[config.mk]
export PLATFORM = sky130hd
export DESIGN_NAME = i2c_line_driver
export DESIGN_NICKNAME = d
export VERILOG_FILES = /design/src/rtl/i2c_line_driver.sv
export SDC_FILE = /design/constraint.sdc
export NUM_CORES = 1
export LEC_CHECK = 0
export BUFFER_PORTS_ARGS = -buffer_cell sky130_fd_sc_hd__buf_2
export CORE_UTILIZATION = 45
export DETAILED_ROUTE_END_ITERATION = 10
export GPL_TIMING_DRIVEN = 0
export PLACE_DENSITY = 0.67
export SYNTH_ARGS = -nofsm -noshare
export SYNTH_HDL_FRONTEND = slang
export SYNTH_SLANG_ARGS = --single-unit
[constraint.sdc]
create_clock -name fastClock -period 3.4 [get_ports fastClock]
set_clock_uncertainty 0.2 [all_clocks]
set_input_delay 0.68 -clock fastClock [delete_from_list [all_inputs] [get_ports fastClock]]
set_output_delay 0.68 -clock fastClock [all_outputs]
set_load 0.01 [all_outputs]
[src/rtl/i2c_line_driver.sv]
// Open-drain I2C line driver: drives a requested level, waits HOLD_CYCLES to settle, then checks the read-back.
// Optional stretch timeout in CHECK is enabled by defining I2C_STRETCH_TIMEOUT_EN.
module i2c_line_driver #(
  parameter int unsigned HOLD_CYCLES    = 3,
  parameter int unsigned TIMEOUT_CYCLES = 255
) (
  input  logic fastClock,
  input  logic reset,
  input  logic requestLevel,
  input  logic requestValid,
  output logic requestReady,
  input  logic lineIn,
  output logic driveLow,
  output logic stretchDetected,
  output logic mismatch,
  output logic done
);

  typedef enum logic [1:0] {
    IDLE   = 2'd0,
    SETTLE = 2'd1,
    CHECK  = 2'd2
  } state_t;

  localparam logic [7:0] HOLD_LOAD = 8'(HOLD_CYCLES - 1);

  // Out-of-range parameters stop elaboration instead of silently truncating.
  if (HOLD_CYCLES < 1 || HOLD_CYCLES > 255) begin : g_badHold
    $error("HOLD_CYCLES must be in 1..255");
  end
  if (TIMEOUT_CYCLES < 1 || TIMEOUT_CYCLES > 255) begin : g_badTimeout
    $error("TIMEOUT_CYCLES must be in 1..255");
  end

  state_t     r_state, w_stateNext;
  logic       r_level, w_levelNext;
  logic [7:0] r_holdCnt, w_holdCntNext;
  logic       r_ready, w_readyNext;
  logic       r_driveLow, w_driveLowNext;
  logic       r_stretch, w_stretchNext;
  logic       r_mismatch, w_mismatchNext;
  logic       r_done, w_doneNext;

`ifdef I2C_STRETCH_TIMEOUT_EN
  localparam logic [7:0] TIMEOUT_LAST = 8'(TIMEOUT_CYCLES - 1);
  logic [7:0] r_toCnt, w_toCntNext;
`endif

  always_ff @(posedge fastClock) begin
    if (reset) begin
      r_state    <= IDLE;
      r_level    <= 1'b0;
      r_holdCnt  <= 8'd0;
      r_ready    <= 1'b1;
      r_driveLow <= 1'b0;
      r_stretch  <= 1'b0;
      r_mismatch <= 1'b0;
      r_done     <= 1'b0;
`ifdef I2C_STRETCH_TIMEOUT_EN
      r_toCnt    <= 8'd0;
`endif
    end else begin
      r_state    <= w_stateNext;
      r_level    <= w_levelNext;
      r_holdCnt  <= w_holdCntNext;
      r_ready    <= w_readyNext;
      r_driveLow <= w_driveLowNext;
      r_stretch  <= w_stretchNext;
      r_mismatch <= w_mismatchNext;
      r_done     <= w_doneNext;
`ifdef I2C_STRETCH_TIMEOUT_EN
      r_toCnt    <= w_toCntNext;
`endif
    end
  end

  always_comb begin
    w_stateNext    = r_state;
    w_levelNext    = r_level;
    w_holdCntNext  = r_holdCnt;
    w_driveLowNext = r_driveLow;
    w_stretchNext  = r_stretch;
    w_mismatchNext = 1'b0;
    w_doneNext     = 1'b0;
`ifdef I2C_STRETCH_TIMEOUT_EN
    w_toCntNext    = r_toCnt;
`endif

    unique case (r_state)
      IDLE: begin
        if (requestValid && r_ready) begin
          w_levelNext    = requestLevel;
          w_driveLowNext = ~requestLevel;
          w_holdCntNext  = HOLD_LOAD;
          w_stateNext    = SETTLE;
        end
      end

      SETTLE: begin
        if (r_holdCnt == 8'd0) begin
          w_stateNext = CHECK;
`ifdef I2C_STRETCH_TIMEOUT_EN
          w_toCntNext = 8'd0;
`endif
        end else begin
          w_holdCntNext = r_holdCnt - 8'd1;
        end
      end

      CHECK: begin
        if (lineIn == r_level) begin
          w_doneNext    = 1'b1;
          w_stretchNext = 1'b0;
          w_stateNext   = IDLE;
        end else if (!r_level) begin
          // Pulling low but the line reads high: something else is fighting us.
          w_mismatchNext = 1'b1;
          w_stateNext    = IDLE;
        end else begin
          // Released but still low: another device is stretching the line.
`ifdef I2C_STRETCH_TIMEOUT_EN
          if (r_toCnt == TIMEOUT_LAST) begin
            w_mismatchNext = 1'b1;
            w_stretchNext  = 1'b0;
            w_driveLowNext = 1'b0;
            w_toCntNext    = 8'd0;
            w_stateNext    = IDLE;
          end else begin
            w_toCntNext   = r_toCnt + 8'd1;
            w_stretchNext = 1'b1;
          end
`else
          w_stretchNext = 1'b1;
`endif
        end
      end

      default: begin
        w_stateNext = IDLE;
      end
    endcase

    w_readyNext = (w_stateNext == IDLE);
  end

  assign requestReady    = r_ready;
  assign driveLow        = r_driveLow;
  assign stretchDetected = r_stretch;
  assign mismatch        = r_mismatch;
  assign done            = r_done;

endmodule

==> run metrics, run 1 <==
Worst Path Required=between 3 and 4 ns; GPL Wtd Cong=0.731; mapped cell area=727 um2; LEAKAGE=0.345 nW; number of synthesized register bits=16; Post-Synth Adder-Cell Area=3.44%; Worst path top cell family by delay=compound AO/OA/AOI/OAI gates; drt total wl=approximately 1500 um; post-CTS setup repair buffer count=0; syn nets=88; Fin Setup TNS=0 ns; slowest CP cell=dfxtp_1; Post-synth top flop=dfxtp_1; largest family of logic cells by synthesized area=simple AND/OR/NAND/NOR gates; Post-synth EDFFs=0; global-route usage over all layers=approximately 18%; count leader, synth=dfxtp_1; final setup violation count=0; total gr overflow=0; Synth Area in Simple Gates=24.8%; Final Cell Area=828 um2; Synth async-reset ratio=0%; Max stage delay on crit path=0.34 ns; Setup CP Type=reg2reg; VDD IR max=0.401 mV; synth top area cells=dfxtp_1, nor2_1, a21oi_1; syn_area_per_cell=8.97 um2; fin crit share=62.6%; global-route wire length before repair=2430 um; iteration-0 DRC count of the detailed router=8; min cycle time layout=~2.1 ns; initial core utilization=48.3%; Vias=639; CTS hold repair buffers=0; DP Wirelength=between 1000 and 1500 um; count of cell types in the netlist=33; layout cells sized above 1=a little under a fifth; post-route ant nets=0; vias per cell=5.81; Crit Reg-Reg Startpoint=r_holdCnt[0]$_SDFFE_PP0P_; area delta synth->final=13.9%; crit-path cells=inv_1 > ha_1 > nor4bb_1 > a211o_1 > buf_2 > o311ai_0 > o41ai_1; DIE WIDTH=42.2 um; Filler cells=150; Worst slew margin=58.1%; Yosys top cell area share=44.1%; die area=approximately 1800 um2; clock slew at reported path FFs=0.10 ns; final hold slack=0.223 ns; RSZ-0062 raised after global routing=no; Yosys Warn Count=0; largest area contributor in the netlist=dfxtp_1; FP Rows=14; diodes inserted=0; critical path fanouts, max=10; Hold Violations, Final=0; clock sinks=16; Seq/Total Area, Yosys=44.1%; Max Clock Freq=470 MHz; clock root cell=clkbuf_4; CP Buf/Inv Count=2; TritonCTS clock tree=done; Clock Latency Late Sink=0.29 ns; Worst setup EP type=register; largest net degree at the start of global routing=11; post-synthesis mux area share=under 10%; Pre-Repair DR Iteration Count=4; Power Density=about 980 nW/um2; vias in the first global route=622; worst hold-check path type=reg2reg; # H-tree levels=1; Post-Synth XOR/XNOR Area=0%; TritonCTS buffer count=3; most frequent cells after synthesis=dfxtp_1, nor2_1, a21oi_1, inv_1; Core Area=1510 um2; DRC viols=0; fin nets=between 100 and 150; Hold Startpoint=r_level$_SDFFE_PP0P_; final slew viol count=0; CP startpoint=r_holdCnt[0]$_SDFFE_PP0P_; status=completed; IO Pins=10; Die Ht=roughly 42 um; CTS-repair resized insts=0; Arr. time, crit path=2.10 ns; CTS max path bufs=2; slew of the pin with the lowest slew margin=0.623 ns; port bufs=9; synthesized netlist cell count=81; Synth Area in Compound Gates=22.0%; Startpoint Class=register; Routed wire per std cell=13.2 um; max-cap violations=0; placed cell area=792 um2; final core occ=a little over half; initial antenna violation count=0
## sequential cells by signal, indices dropped and copies added, names as in the netlist
| register | flops |
|---|---|
| r_state | 2 |
| mismatch | 1 |
| requestReady | 1 |
| stretchDetected | 1 |
| r_holdCnt | 8 |
| driveLow | 1 |
| done | 1 |
| r_level | 1 |
## final timing paths
check / to / slack, ns / cells past startpoint
hold reg to reg: mismatch$_SDFF_PP0_ / 0.22 / 1
hold / removal: mismatch$_SDFF_PP0_ / 0.22 / 1
setup reg to reg: r_holdCnt[3]$_SDFFE_PP0P_ / 1.27 / 7
setup / recovery: r_holdCnt[3]$_SDFFE_PP0P_ / 1.27 / 7
## cells in the final DEF, fill, tap and decap left out
master    Yosys  final
a311oi_1      1      1
a21oi_1       6      6
nor4bb_1      1      1
nor3_1        1      1
nand2_1       2      2
nor2_1       14     14
o311ai_0      1      1
a41o_1        1      1
or4_4         1      1
buf_2         1     10
o21ai_0       1      1
a211o_1       1      1
or4_1         1      1
clkbuf_8      0      1
o31a_1        1      1
o31ai_1       1      1
nor4_1        3      3
o41ai_1       2      2
a41oi_1       1      1
nand2b_1      2      2
o21bai_1      1      1
a211oi_1      3      3
and4bb_2      1      1
or2_2         1      1
o21a_1        1      1
mux2i_1       1      1
nand4b_1      1      1
or3_1         2      2
nor3b_1       2      2
inv_1         6      6
ha_1          2      2
clkbuf_4      0      3
dfxtp_1      16     16
a221oi_1      1      1
clkbuf_1      1      1
## through the flow
stage | setup slack, ns | total power [mW] | instances
final | 1.27 | 0.809 | 110
after detailed placement | 1.26 | 0.679 | 106
after CTS | 1.28 | 0.808 | 110
after floorplan | 1.46 | 0.592 | 81
after global placement | 1.26 | 0.663 | 106
after global routing | 1.18 | 0.865 | 110
## routing by layer
metal / wire length (um) / track usage [%] / vias to the layer above / part of all wire (%)
li1: - / - / 334 / -
met1: 725 / 19.4 / 294 / 50
met2: 677 / 30.8 / 9 / 47
met3: 26 / 4.31 / 2 / 1.8
met4: 21 / 9.38 / 0 / 1.4
met5: 0 / 0 / - / 0
## kinds of logic (layout without fill, tap and decap cells)
group	count (synthesis)	in the layout
AO/OA/AOI/OAI	22	22
adder cells (fa/ha/maj)	2	2
buffers and inverters	8	21
flip-flops	16	16
multiplexers	1	1
AND/OR/NAND/NOR	32	32
## power breakdown
part           leakage, nW  internal [mW]  switching [mW]
clock network       0.0210         0.0653          0.0644
registers            0.131          0.248          0.0619
logic                0.193          0.160           0.209
total                0.345          0.474           0.335
## worst register-to-register path: stages, from the launching register on
cell,delay (ns)
dfxtp_1,0.34
inv_1,0.07
ha_1,0.26
nor4bb_1,0.16
a211o_1,0.34
buf_2,0.19
o311ai_0,0.33
o41ai_1,0.12
## layout make-up
| class | count | area, um2 | share of cell area (%) |
|---|---|---|---|
| buffer | 2 | 8.76 | 1.06 |
| timing repair buffer | 9 | 45.0 | 5.44 |
| inverter | 6 | 22.5 | 2.72 |
| tap | 16 | 20.0 | 2.42 |
| multi-input combinational | 57 | 375 | 45.3 |
| clock buffer | 4 | 36.3 | 4.38 |
| sequential | 16 | 320 | 38.7 |
Note: power is estimated with default switching activity, not from simulation.
==> run 2: changes to the inputs <==
==> constraint.sdc (replaced) <==
create_clock -name fastClock -period 2.1 [get_ports fastClock]
set_clock_uncertainty 0.2 [all_clocks]
set_input_delay 0.42 -clock fastClock [delete_from_list [all_inputs] [get_ports fastClock]]
set_output_delay 0.42 -clock fastClock [all_outputs]
set_load 0.01 [all_outputs]
==> run metrics, run 2 (synthesis results as in run 1) <==
Die Ht=42.2 um (unchanged); total power=1.33 mW (was 809 uW); final slew viol count=0 (unchanged); clock root cell=clkbuf_4 (unchanged); FP Rows=14 (unchanged); sw frac=41.4% (was 41.5%); Comb pwr share=46.5% (was 45.6%); biggest regs=r_holdCnt: 8 flops, r_state: 2 flops (unchanged); CP Buf/Inv Count=2 (unchanged); initial core utilization=48.3% (unchanged); global-route usage over all layers=17.6% (unchanged); vias in the first global route=622 (unchanged); CTS max path bufs=2 (unchanged); area of the multi-input gates=385 um2 (was 375 um2); area delta synth->final=15.7% (was 13.9%); Worst Path Required=2.13 ns (was 3.37 ns); WP depth=7 (unchanged); Clock Latency Late Sink=0.29 ns (about the same); min cycle time layout=2.00 ns (was 2.13 ns); total gr overflow=0 (unchanged); fin crit share=95.0% (was 62.6%); Arr. time, crit path=2.03 ns (was 2.10 ns); post-route ant nets=0 (unchanged); global-route wire length before repair=2430 um (unchanged); Placed Cells incl. Taps=106 (unchanged); IO Pins=10 (unchanged); clock share of power=15.6% (was 16.0%); RSZ-0062 raised after global routing=no (unchanged); die area=1780 um2 (unchanged); slew of the pin with the lowest slew margin=0.622 ns (was 0.623 ns); CP startpoint=r_holdCnt[0]$_SDFFE_PP0P_ (unchanged); largest net degree at the start of global routing=11 (unchanged); DIE WIDTH=42.2 um (unchanged); P_sw=552 uW (was 335 uW); slowest CP cell=dfxtp_1 (unchanged); DP Wirelength=1080 um (unchanged); Startpoint Class=register (unchanged); Power Density=1590 nW/um2 (was 977 nW/um2); status=completed (unchanged); VDD IR max=0.654 mV (was 0.401 mV); register area=320 um2 (unchanged); commonest non-fill, non-tap cell in the layout=dfxtp_1 (unchanged); Core Area=1510 um2 (unchanged); TritonCTS clock tree=done (unchanged); Critical R2R Capture=r_holdCnt[2]$_SDFFE_PP0P_ (was r_holdCnt[3]$_SDFFE_PP0P_); DRC viols=0 (unchanged); CTS hold repair buffers=0 (unchanged); P_int=781 uW (was 474 uW); clock sinks=16 (unchanged); Fin Setup TNS=0 ns (unchanged); LEAKAGE=0.348 nW (was 0.345 nW); critical path fanouts, max=10 (unchanged); Hold Startpoint=requestLevel (was r_level$_SDFFE_PP0P_); max-cap violations=0 (unchanged); drt total wl=1450 um (about the same); final setup violation count=0 (unchanged); Routed wire per std cell=13.2 um (about the same); # H-tree levels=1 (unchanged); TritonCTS buffer count=3 (unchanged); port bufs=9 (unchanged); layout cells sized above 1=20.2% (was 18.1%); R2R setup slack=0.10 ns (was 1.27 ns); GPL Wtd Cong=0.731 (unchanged); Setup CP Type=reg2reg (unchanged); Vias=634 (was 639); Worst path top cell family by delay=compound AO/OA/AOI/OAI gates (unchanged); Pre-Repair DR Iteration Count=5 (was 4); clock slew at reported path FFs=0.10 ns (about the same); Crit Reg-Reg Startpoint=r_holdCnt[0]$_SDFFE_PP0P_ (unchanged); fin cells=110 (unchanged); vias per cell=5.76 (was 5.81); Max stage delay on crit path=0.34 ns (about the same); worst setup path end=r_holdCnt[2]$_SDFFE_PP0P_ (was r_holdCnt[3]$_SDFFE_PP0P_); diodes inserted=0 (unchanged); Biggest register=r_holdCnt (unchanged); most frequent cells in the layout=dfxtp_1, nor2_1, buf_2 (unchanged); Filler cells=147 (was 150); Worst slew margin=58.2% (was 58.1%); number of flip-flops in the largest register=8 (unchanged); initial antenna violation count=0 (unchanged); Hold Violations, Final=0 (unchanged); iteration-0 DRC count of the detailed router=4 (was 8); Flop pwr share=37.9% (was 38.4%); crit-path cells=inv_1 > ha_2 > nor4bb_1 > a211o_1 > buf_4 > or3_1 > a21oi_1 (was inv_1 > ha_1 > nor4bb_1 > a211o_1 > buf_2 > o311ai_0 > o41ai_1); fin nets=102 (unchanged); worst hold-check path type=in2reg (was reg2reg); Max Clock Freq=501 MHz (was 470 MHz); Worst setup EP type=register (unchanged); R2R depth=7 (unchanged)
## run 2: cell counts in the layout (fill, tap and decap cells not counted)
Identical to the previous run, type by type.
## run 2: how the worst min path moves through the flow
stage,cells after the start,slack [ns],to
3_5_place_dp,1,0.22,mismatch$_SDFF_PP0_
3_3_place_gp,1,0.22,mismatch$_SDFF_PP0_
4_1_cts,2,0.11,driveLow$_SDFFE_PP0P_
2_1_floorplan,1,0.20,mismatch$_SDFF_PP0_
5_1_grt,2,0.11,driveLow$_SDFFE_PP0P_
6_report,2,0.11,driveLow$_SDFFE_PP0P_
## run 2: power by group through the flow
stage	clock network [mW]	logic, mW	registers, mW
finish	0.207	0.620	0.505
global route	0.225	0.685	0.521
CTS	0.212	0.598	0.501
detailed placement	0	0.593	0.507
global placement	0	0.571	0.502
floorplan	0	0.468	0.490
## run 2: layout make-up
| class | count | share of cell area, % |
|---|---|---|
| clock buffer | 4 | 4.32 |
| multi-input combinational | 57 | 45.8 |
| inverter | 6 | 2.68 |
| timing repair buffer | 9 | 5.36 |
| buffer | 2 | 1.34 |
| tap | 16 | 2.38 |
| sequential | 16 | 38.1 |
## run 2: timing repair
item                                    4_1_cts  5_1_grt
pin swaps                                     0        0
endpoints found under the setup margin        1        4
setup buffers                                 0        0
gates resized for setup                       1        4
## run 2: routing by layer
metal | global-route usage (%) | routed length (um) | vias to the layer above
met5 | 0 | 0 | -
met4 | 9.38 | 0 | 0
met3 | 4.31 | 34 | 0
met2 | 30.8 | 715 | 8
met1 | 19.4 | 699 | 295
li1 | - | - | 331
## run 2: metrics by stage
step	utilization, %	hold slack (ns)	area [um2]	worst slack (ns)
2_1_floorplan	-	0.201	727	0.158
3_3_place_gp	52.6	0.221	792	0.00847
3_5_place_dp	52.6	0.218	792	0.00520
4_1_cts	55.0	0.111	828	0.00178
5_1_grt	55.8	0.112	841	0.00417
6_report	55.8	0.113	841	0.104
==> run 3: changes to the inputs <==
==> config.mk (replaced) <==
export PLATFORM = sky130hd
export DESIGN_NAME = i2c_line_driver
export DESIGN_NICKNAME = d
export VERILOG_FILES = /design/src/rtl/i2c_line_driver.sv
export SDC_FILE = /design/constraint.sdc
export NUM_CORES = 1
export LEC_CHECK = 0
export CORE_UTILIZATION = 45
export DETAILED_ROUTE_END_ITERATION = 10
export DONT_BUFFER_PORTS = 1
export GPL_TIMING_DRIVEN = 0
export PLACE_DENSITY = 0.62
export SYNTH_ARGS = -nofsm -noshare
export SYNTH_HDL_FRONTEND = slang
export SYNTH_SLANG_ARGS = --single-unit
==> run metrics, run 3 (synthesis results as in run 1) <==
vias in the first global route=569 (was 622); clock sinks=16 (unchanged); Worst slew margin=71.9% (was 58.2%); Clock Latency Late Sink=0.29 ns (about the same); crit-path cells=inv_1 > ha_2 > nor4bb_1 > a211o_1 > buf_4 > o41ai_2 > a21oi_1 (was inv_1 > ha_2 > nor4bb_1 > a211o_1 > buf_4 > or3_1 > a21oi_1); min cycle time layout=1.97 ns (was 2.00 ns); TritonCTS clock tree=done (unchanged); global-route usage over all layers=17.7% (was 17.6%); CP startpoint=r_holdCnt[0]$_SDFFE_PP0P_ (unchanged); Core Area=1510 um2 (unchanged); status=completed (unchanged); clock root cell=clkbuf_4 (unchanged); Critical R2R Capture=r_holdCnt[7]$_SDFFE_PP0P_ (was r_holdCnt[2]$_SDFFE_PP0P_); Filler cells=146 (was 147); commonest non-fill, non-tap cell in the layout=dfxtp_1 (unchanged); CTS hold repair buffers=0 (unchanged); # H-tree levels=1 (unchanged); Flop pwr share=39.3% (was 37.9%); GR Util met2=29.5% (was 30.8%); initial antenna violation count=0 (unchanged); Worst setup EP type=register (unchanged); iteration-0 DRC count of the detailed router=10 (was 4); fin cells=101 (was 110); Vias=610 (was 634); Comb pwr share=45.1% (was 46.5%); diodes inserted=0 (unchanged); Setup CP Type=reg2reg (unchanged); DIE WIDTH=42.2 um (unchanged); Max Clock Freq=507 MHz (was 501 MHz); CTS max path bufs=2 (unchanged); die area=1780 um2 (unchanged); post-route ant nets=0 (unchanged); Crit Reg-Reg Startpoint=r_holdCnt[0]$_SDFFE_PP0P_ (unchanged); clock share of power=15.6% (about the same); Die Ht=42.2 um (unchanged); RSZ-0062 raised after global routing=no (unchanged); LEAKAGE=0.309 nW (was 0.348 nW); worst hold stages=1 (was 2); fin crit share=94.0% (was 95.0%); P_sw=553 uW (was 552 uW); vias per cell=6.04 (was 5.76); sw frac=41.5% (was 41.4%); number of flip-flops in the largest register=8 (unchanged); R2R setup slack=0.13 ns (was 0.10 ns); DP Wirelength=1040 um (was 1080 um); port bufs=0 (was 9); CP Buf/Inv Count=2 (unchanged); slew of the pin with the lowest slew margin=0.415 ns (was 0.622 ns); P_int=779 uW (was 781 uW); FP Rows=14 (unchanged); fin nets=93 (was 102); Max stage delay on crit path=0.34 ns (about the same); DRC viols=0 (unchanged); GPL Wtd Cong=0.776 (was 0.731); biggest regs=r_holdCnt: 8 flops, r_state: 2 flops (unchanged); Worst path top cell family by delay=compound AO/OA/AOI/OAI gates (unchanged); IO Pins=10 (unchanged); Arr. time, crit path=1.95 ns (was 2.03 ns); GR Util met3=3.45% (was 4.31%); Worst Path Required=2.07 ns (was 2.13 ns); Placed Cells incl. Taps=97 (was 106); worst hold-check path type=in2reg (unchanged); Routed wire per std cell=14.5 um (was 13.2 um); area delta synth->final=10.3% (was 15.7%); Power Density=1660 nW/um2 (was 1590 nW/um2); initial core utilization=48.3% (unchanged); largest net degree at the start of global routing=11 (unchanged); most frequent cells in the layout=dfxtp_1, nor2_1, inv_1, a21oi_1 (was dfxtp_1, nor2_1, buf_2); Fin Setup TNS=0 ns (unchanged); total gr overflow=0 (unchanged); final slew viol count=0 (unchanged); Hold Violations, Final=0 (unchanged); VDD IR max=0.685 mV (was 0.654 mV); max-cap violations=0 (unchanged); GR peak layer=met2 (unchanged); Pre-Repair DR Iteration Count=4 (was 5); met1 GRT Util=21.4% (was 19.4%); Hold Path Sink=driveLow$_SDFFE_PP0P_ (unchanged); drt total wl=1460 um (was 1450 um); Hold Startpoint=requestLevel (unchanged); slowest CP cell=dfxtp_1 (unchanged); R2R depth=7 (unchanged); critical path fanouts, max=10 (unchanged); layout cells sized above 1=12.9% (was 20.2%); final setup violation count=0 (unchanged); global-route wire length before repair=2400 um (was 2430 um); TritonCTS buffer count=3 (unchanged); post-CTS setup repair buffer count=0 (unchanged); clock slew at reported path FFs=0.10 ns (about the same); Biggest register=r_holdCnt (unchanged); Startpoint Class=register (unchanged)
## run 3: changes by cell type in the layout (fill, tap and decap cells not counted)
cell / before / now
nor4_2: 0 / 1
buf_2: 9 / 0
nor4_1: 3 / 2
## run 3: worst max path at each step
| stage | endpoint | slack [ns] | depth (start not counted) |
|---|---|---|---|
| after floorplan | r_holdCnt[3]$_SDFFE_PP0P_ | 0.16 | 7 |
| final | r_holdCnt[7]$_SDFFE_PP0P_ | 0.13 | 7 |
| after CTS | r_holdCnt[2]$_SDFFE_PP0P_ | 0.03 | 7 |
| after global placement | r_holdCnt[3]$_SDFFE_PP0P_ | 0.02 | 7 |
| after global routing | r_holdCnt[2]$_SDFFE_PP0P_ | 0.02 | 7 |
| after detailed placement | r_holdCnt[3]$_SDFFE_PP0P_ | 0.009 | 7 |
## run 3: worst reg2reg max path, delay by kind of cell, from the launching register on
family / cells / cell delay, ns
AOI/OAI and AO/OA: 3 / 0.70
DFF: 1 / 0.34
buffers and inverters: 2 / 0.26
adders and majority gates: 1 / 0.21
and+or+nand+nor: 1 / 0.15
## run 3: per-stage QoR
stage / power, mW / utilization [%] / cell area [um2] / setup slack (ns) / hold slack [ns]
6_report: 1.33 / 53.2 / 802 / 0.126 / 0.00937
3_3_place_gp: 1.07 / 49.6 / 747 / 0.0151 / 0.233
2_1_floorplan: 0.958 / - / 727 / 0.158 / 0.201
5_1_grt: 1.44 / 53.2 / 802 / 0.0164 / 0.00340
4_1_cts: 1.31 / 52.5 / 791 / 0.0345 / 0.00990
3_5_place_dp: 1.08 / 49.6 / 747 / 0.00872 / 0.243
## run 3: metal layers
metal | vias to the layer above | share of wire [%]
met5 | - | 0
met4 | 0 | 1.4
met3 | 4 | 3.4
met2 | 9 | 46
met1 | 286 | 49
li1 | 311 | -
## run 3: power by group through the flow
stage	Clock [mW]	Sequential (mW)	Combinational, mW
finish	0.207	0.523	0.601
floorplan	0	0.490	0.468
global route	0.217	0.539	0.685
detailed placement	0	0.516	0.567
global placement	0	0.515	0.552
CTS	0.210	0.513	0.584
## run 3: layout make-up
cell class | count | area [um2] | share of cell area [%]
plain buffers | 2 | 11.3 | 1.40
clock buffers | 4 | 36.3 | 4.52
inverters | 6 | 22.5 | 2.81
multi-input cells | 57 | 392 | 48.8
flip-flops and latches | 16 | 320 | 39.9
well taps | 16 | 20.0 | 2.50
## run 3: repair_timing
item,in CTS,in global routing
gates resized for setup,2,4
endpoints found under the setup margin,2,5
pin swaps,0,1
